<file path="src/rtl/fpa_ctrl_pkg.sv">
// Shared types and helpers for the FP32 adder sharing controller.
package fpa_ctrl_pkg;

  localparam int FP32_W = 32;

  typedef enum logic [1:0] {
    IDLE = 2'd0,
    CALC = 2'd1,
    RESP = 2'd2
  } fpa_state_e;

  // Pointer to the slot after the one just served; the last slot wraps to 0.
  function automatic int rr_next(input int idx, input int num_req);
    return (idx >= num_req - 1) ? 0 : idx + 1;
  endfunction

endpackage

</file>
<file path="src/rtl/fpa_add.sv">
// Combinational FP32 adder: truncating alignment, zero exponent treated as
// zero, all-ones exponent on either input or overflow raises of with sum=0.
module fpa_add
  import fpa_ctrl_pkg::*;
(
  input  logic [FP32_W-1:0] a,
  input  logic [FP32_W-1:0] b,
  output logic [FP32_W-1:0] sum,
  output logic              cout,
  output logic              of
);

  logic [7:0]  ea, eb, el, es, diff;
  logic [23:0] ma, mb, ml, ms, ms_sh, sub_r;
  logic        sl, ss;
  logic [24:0] add_r;
  logic [22:0] norm;
  logic [8:0]  exp_r;
  int          lz;

  always_comb begin
    ea = a[30:23];
    eb = b[30:23];
    ma = (ea == 8'd0) ? 24'd0 : {1'b1, a[22:0]};
    mb = (eb == 8'd0) ? 24'd0 : {1'b1, b[22:0]};
    if ({ea, ma} >= {eb, mb}) begin
      el = ea; ml = ma; sl = a[31];
      es = eb; ms = mb; ss = b[31];
    end else begin
      el = eb; ml = mb; sl = b[31];
      es = ea; ms = ma; ss = a[31];
    end
    diff  = el - es;
    ms_sh = (diff > 8'd23) ? 24'd0 : (ms >> diff);
    add_r = {1'b0, ml} + {1'b0, ms_sh};
    sub_r = ml - ms_sh;
    sum   = '0;
    cout  = 1'b0;
    of    = 1'b0;
    norm  = '0;
    exp_r = '0;
    lz    = 0;
    if (ea == 8'hFF || eb == 8'hFF) begin
      of = 1'b1;
    end else if (ml == 24'd0) begin
      sum = '0;
    end else if (sl == ss) begin
      cout = add_r[24];
      if (add_r[24]) begin
        exp_r = {1'b0, el} + 9'd1;
        norm  = add_r[23:1];
      end else begin
        exp_r = {1'b0, el};
        norm  = add_r[22:0];
      end
      if (exp_r >= 9'd255) of = 1'b1;
      else                 sum = {sl, exp_r[7:0], norm};
    end else if (sub_r != 24'd0) begin
      for (int i = 0; i < 24; i++) if (sub_r[i]) lz = 23 - i;
      norm = 23'(sub_r << lz);
      // Results that would need a denormal are flushed to zero.
      if (int'(el) > lz) sum = {sl, 8'(int'(el) - lz), norm};
    end
  end

endmodule

</file>
<file path="src/rtl/rr_arbiter.sv">
// Combinational round-robin arbiter: grants the first set request at or
// above ptr, wrapping to the lowest set request when none is found.
module rr_arbiter #(
  parameter int  NUM_REQ = 4,
  localparam int ID_W    = $clog2(NUM_REQ)
) (
  input  logic [NUM_REQ-1:0] req,
  input  logic [ID_W-1:0]    ptr,
  output logic [NUM_REQ-1:0] grant
);

  logic [NUM_REQ-1:0] upper_mask;
  logic [NUM_REQ-1:0] upper_req;
  logic [NUM_REQ-1:0] pick;

  always_comb begin
    upper_mask = ~((NUM_REQ'(1) << ptr) - NUM_REQ'(1));
    upper_req  = req & upper_mask;
    pick       = (upper_req != '0) ? upper_req : req;
    // Isolate the lowest set bit of the chosen request set.
    grant      = pick & (~pick + NUM_REQ'(1));
  end

endmodule

</file>
<file path="src/rtl/fpa_share_ctrl.sv">
// Round-robin sharing of one FP32 adder between NUM_REQ requesters.
// Define FPA_CTRL_STATS_EN to add the stat_ops/stat_of response counters.
module fpa_share_ctrl
  import fpa_ctrl_pkg::*;
#(
  parameter int  NUM_REQ = 4,
  localparam int ID_W    = $clog2(NUM_REQ)
) (
  input  logic                      clk,
  input  logic                      rst,
  input  logic [NUM_REQ-1:0]        req_valid,
  input  logic [FP32_W*NUM_REQ-1:0] req_a,
  input  logic [FP32_W*NUM_REQ-1:0] req_b,
  output logic [NUM_REQ-1:0]        req_ready,
  output logic                      rsp_valid,
  input  logic                      rsp_ready,
  output logic [ID_W-1:0]           rsp_id,
  output logic [FP32_W-1:0]         rsp_sum,
  output logic                      rsp_cout,
  output logic                      rsp_of
`ifdef FPA_CTRL_STATS_EN
  ,
  output logic [31:0]               stat_ops,
  output logic [31:0]               stat_of
`endif
);

  // Handshakes: a beat moves on the rising edge where valid & ready are both
  // high. req_ready may depend on req_valid; rsp_valid never depends on rsp_ready.
  fpa_state_e         state;
  logic [ID_W-1:0]    rr_ptr;
  logic [FP32_W-1:0]  op_a, op_b;
  logic [ID_W-1:0]    op_id;
  logic [NUM_REQ-1:0] grant;
  logic [ID_W-1:0]    gnt_idx;
  logic [FP32_W-1:0]  gnt_a, gnt_b;
  logic               xfer;
  logic [FP32_W-1:0]  fpa_sum;
  logic               fpa_cout, fpa_of;

  rr_arbiter #(.NUM_REQ(NUM_REQ)) u_arb (
    .req   (req_valid),
    .ptr   (rr_ptr),
    .grant (grant)
  );

  assign req_ready = (state == IDLE && !rst) ? grant : '0;
  assign xfer      = (req_valid & req_ready) != '0;

  always_comb begin
    gnt_idx = '0;
    gnt_a   = '0;
    gnt_b   = '0;
    for (int i = 0; i < NUM_REQ; i++) begin
      if (grant[i]) begin
        gnt_idx = ID_W'(i);
        gnt_a   = req_a[i*FP32_W +: FP32_W];
        gnt_b   = req_b[i*FP32_W +: FP32_W];
      end
    end
  end

  fpa_add u_fpa (
    .a    (op_a),
    .b    (op_b),
    .sum  (fpa_sum),
    .cout (fpa_cout),
    .of   (fpa_of)
  );

  always_ff @(posedge clk or posedge rst) begin
    if (rst) begin
      state     <= IDLE;
      rr_ptr    <= '0;
      op_a      <= '0;
      op_b      <= '0;
      op_id     <= '0;
      rsp_valid <= 1'b0;
      rsp_id    <= '0;
      rsp_sum   <= '0;
      rsp_cout  <= 1'b0;
      rsp_of    <= 1'b0;
    end else begin
      case (state)
        IDLE: begin
          if (xfer) begin
            op_a   <= gnt_a;
            op_b   <= gnt_b;
            op_id  <= gnt_idx;
            rr_ptr <= ID_W'(rr_next(int'(gnt_idx), NUM_REQ));
            state  <= CALC;
          end
        end
        CALC: begin
          rsp_sum   <= fpa_sum;
          rsp_cout  <= fpa_cout;
          rsp_of    <= fpa_of;
          rsp_id    <= op_id;
          rsp_valid <= 1'b1;
          state     <= RESP;
        end
        RESP: begin
          if (rsp_ready) begin
            rsp_valid <= 1'b0;
            state     <= IDLE;
          end
        end
        default: state <= IDLE;
      endcase
    end
  end

`ifdef FPA_CTRL_STATS_EN
  always_ff @(posedge clk or posedge rst) begin
    if (rst) begin
      stat_ops <= '0;
      stat_of  <= '0;
    end else if (rsp_valid && rsp_ready) begin
      stat_ops <= stat_ops + 32'd1;
      if (rsp_of) stat_of <= stat_of + 32'd1;
    end
  end
`endif

endmodule

</file>
<file path="config.mk">
export PLATFORM = sky130hd
export DESIGN_NAME = fpa_share_ctrl
export DESIGN_NICKNAME = d
export VERILOG_FILES = /design/src/rtl/fpa_ctrl_pkg.sv /design/src/rtl/fpa_add.sv /design/src/rtl/rr_arbiter.sv /design/src/rtl/fpa_share_ctrl.sv
export SDC_FILE = /design/constraint.sdc
export NUM_CORES = 1
export LEC_CHECK = 0
export ABC_AREA = 1
export CORE_AREA = 2 2 156 158
export CTS_BUF_LIST = sky130_fd_sc_hd__clkbuf_2 sky130_fd_sc_hd__clkbuf_4 sky130_fd_sc_hd__clkbuf_8
export CTS_CLUSTER_DIAMETER = 150
export DETAILED_ROUTE_END_ITERATION = 7
export DIE_AREA = 0 0 158 160
export GPL_TIMING_DRIVEN = 0
export PLACE_DENSITY = 0.88
export SETUP_SLACK_MARGIN = 0.05
export SYNTH_ARGS = -nofsm -noshare
export SYNTH_HDL_FRONTEND = slang
export SYNTH_SLANG_ARGS = --single-unit
</file>
<file path="constraint.sdc">
create_clock -name clk -period 19 [get_ports clk]
set_input_delay 3.8 -clock clk [delete_from_list [all_inputs] [get_ports clk]]
set_output_delay 3.8 -clock clk [all_outputs]
set_load 0.005 [all_outputs]
</file>
==> results.py <==
metrics = {
    "min_path": {
        "min_path_cells": 2,
        "hp-class": "flop to flop",
        "min_to": "rsp_sum[29]$_DFFE_PP0P_",
        "min-delay-start": "rsp_sum[29]$_DFFE_PP0P_",
    },
    "routing": {
        "avgViaCountPerCell": 6.06,
        "dr.first_iter.drc_count": 1983,
        "avgRoutedWirePerCell_um": 19.7,
        "via_count": 17300,
        "first_pass_iters": 7,
        "drt-total-wl_um": 56400,
        "post-route-drc-count": 0,
        "antenna_left": 0,
    },
    "grt": {
        "use_met2_pct": 70.5,
        "grt_pass1_wl_um": 86700,
        "gr-total-overflow": 0,
        "grt_pass1_vias": 16800,
        "antenna_found_initial": 1,
        "grt_busiest_layer": "met2",
        "grt_use_total_pct": 43.9,
        "grt_max_degree": 64,
        "use_met1_pct": 50.9,
        "grt_util_met3_pct": 8.96,
    },
    "critical_path": {
        "reg2reg_setup_slack_ns": 7.99,
        "cpPeakStageDelay_ns": 0.44,
        "crit_path_frequent_cell": "nand2_1",
        "cp_max_fo": 10,
        "cp-end-kind": "flop",
        "r2r_end": "rsp_sum[12]$_DFFE_PP0P_",
        "crit_slowest_cell": "dfrtp_1",
        "arrival_ns": 11.34,
        "critical_path_class": "flop to flop",
        "r2r_cells": 65,
        "cp.required_ns": 19.33,
        "r2r-start": "op_a[29]$_DFFE_PP0P_",
        "cp-start-kind": "flop",
    },
    "timing": {
        "rsz0062_at_grt": "no",
        "worstMarginPinSlew_ns": 0.870,
        "maxSlewViolCount": 0,
        "layout_min_cycle_time_ns": 11.01,
        "setup_tns_ns": 0,
        "relSlewSlack_pct": 42.0,
        "clock.fmax_ghz": 0.0908,
        "min_period_over_period_pct": 58.0,
        "fin_worst_skew_ns": 0.0202,
        "setup_viol": 0,
        "hold_viol": 0,
    },
    "floorplanning": {
        "io_pins": 304,
        "coreArea_um2": 23800,
        "fp.dieW_um": 158,
        "num_rows": 57,
        "die_h_um": 160,
        "initial_core_util_pct": 56.7,
        "die_area_um2": 25300,
    },
    "logic_synthesis": {
        "synth-edff-count": 0,
        "synthArstFlopShare_pct": 100,
        "synth_fp_nets": 2570,
        "ys_types": 66,
        "yosysSeqAreaShare_pct": 19.8,
        "synth_compound_area_share_pct": 21.9,
        "synth_top_family_by_area": "simple AND/OR/NAND/NOR gates",
        "synth_fa_ha_area_share_pct": 8.51,
        "synth_most_common_cell": "nand2_1",
        "synth_area_per_cell_um2": 6.09,
        "synthXorXnorAreaFrac_pct": 3.10,
        "ys_dominant_reg_cell": "dfrtp_1",
        "synth_top_area_share_pct": 19.8,
        "ys_warn_count": 0,
        "synthTopCellsByArea": "dfrtp_1, nand2_1, nand3_1",
        "muxShareOfSynthArea_pct": 0.148,
        "yosysTopAreaCell": "dfrtp_1",
        "yosys.area_share.simple_pct": 36.3,
        "syn_area_um2": 13500,
        "synthCells": 2217,
        "ys_top_cells_by_count": "nand2_1, nand3_1, a21oi_1, inv_1, nor2_1",
        "ys_seq_elements": 107,
    },
    "clock_network": {
        "htree_levels": 3,
        "root_buffer": "clkbuf_8",
        "cts_tree": "built",
        "clk_pin_slew_worst_paths_ns": 0.11,
        "post_cts_resized": 0,
        "cts_inserted_buffers": 9,
        "clockBufferDepth": 2,
        "post_cts_buffers": 0,
        "clkSinkCount": 107,
        "hold_buffers": 0,
        "worstSkewPairLatency_ns": 0.40,
    },
    "layout": {
        "drive_gt1_share_pct": 5.80,
        "layout.nets": 2885,
        "area_delta_synth_final_pct": 27.3,
    },
    "place": {
        "gp_congestion": 1.10,
        "io_buffers": 303,
        "hpwl_um": 46900,
    },
    "outcome": {
        "status": "finished, final reports clean",
    },
    "job": {
        "maxCapViolations": 0,
    },
}
## flip-flops by register name (all words and copies together) (netlist names)
name,count
op_a,32
rsp_of,1
rsp_id,2
rsp_cout,1
op_id,2
rsp_sum,32
op_b,32
rr_ptr,2
state,2
rsp_valid,1
## cells by family after synthesis
kind of cell | after synthesis
compound gates | 490
fa+ha+maj | 90
xor+xnor | 47
buf+inv | 343
simple gates | 1138
flops | 107
mux | 2
## area by class of cell
cell class	instances	area, µm²
multi-input combinational	1767	9450
fill	2093	6630
timing repair buffer	304	3060
sequential	107	2680
inverter	225	850
buffer	118	529
tap	324	405
clock buffer	11	139
clock inverter	4	73.8
antenna	1	2.50
## worst max-delay path by stage
| stage | end | cells past startpoint | from | slack [ns] |
|---|---|---|---|---|
| 2_1_floorplan | req_ready[3] | 7 | req_valid[0] | 10.37 |
| 5_1_grt | rsp_sum[12]$_DFFE_PP0P_ | 67 | op_a[29]$_DFFE_PP0P_ | 7.02 |
| 6_report | rsp_sum[12]$_DFFE_PP0P_ | 65 | op_a[29]$_DFFE_PP0P_ | 7.99 |
| 4_1_cts | rsp_sum[12]$_DFFE_PP0P_ | 66 | op_a[29]$_DFFE_PP0P_ | 8.41 |
| 3_3_place_gp | rsp_sum[12]$_DFFE_PP0P_ | 64 | op_a[29]$_DFFE_PP0P_ | 8.67 |
| 3_5_place_dp | rsp_sum[12]$_DFFE_PP0P_ | 66 | op_a[29]$_DFFE_PP0P_ | 8.46 |
## critical path: cells and delay by family, from the launching register on
family | cells | cell delay (ns)
AOI/OAI and AO/OA | 12 | 2.36
buffers and inverters | 8 | 1.38
DFF | 1 | 0.44
xor gates and xnor gates | 1 | 0.39
and+or+nand+nor | 40 | 5.04
adders and majority gates | 4 | 1.31
## stage by stage
stage	util, %	cell area, µm²	hold slack, ns	setup WS (ns)	std cells
floorplan	-	13500	0.453	10.37	2217
global placement	71.1	16900	0.465	8.67	2844
detailed placement	71.2	17000	0.464	8.46	2845
finish	72.2	17200	0.490	7.99	2861
CTS	72.1	17200	0.492	8.41	2860
global route	72.2	17200	0.502	7.02	2861
## routing by layer
layer / up-vias / share of wire (%)
li1: 8063 / -
met1: 7850 / 36
met2: 1127 / 45
met3: 288 / 9.7
met4: 0 / 9.5
met5: - / 0
## cell usage in the layout (no fill, tap or decap), types with 76 or more instances in the layout
| cell type | Yosys | final |
|---|---|---|
| ha_1 | 87 | 87 |
| nand3_1 | 279 | 279 |
| dfrtp_1 | 107 | 107 |
| o21ai_0 | 110 | 110 |
| a21oi_1 | 187 | 187 |
| nand2_1 | 609 | 609 |
| clkdlybuf4s50_1 | 0 | 303 |
| inv_1 | 187 | 186 |
| nor2_1 | 162 | 162 |
| clkbuf_1 | 76 | 76 |
Power is left out: the tool's default activity adds up to more than one toggle a clock period on the data nets, which glitch-free logic cannot reach.
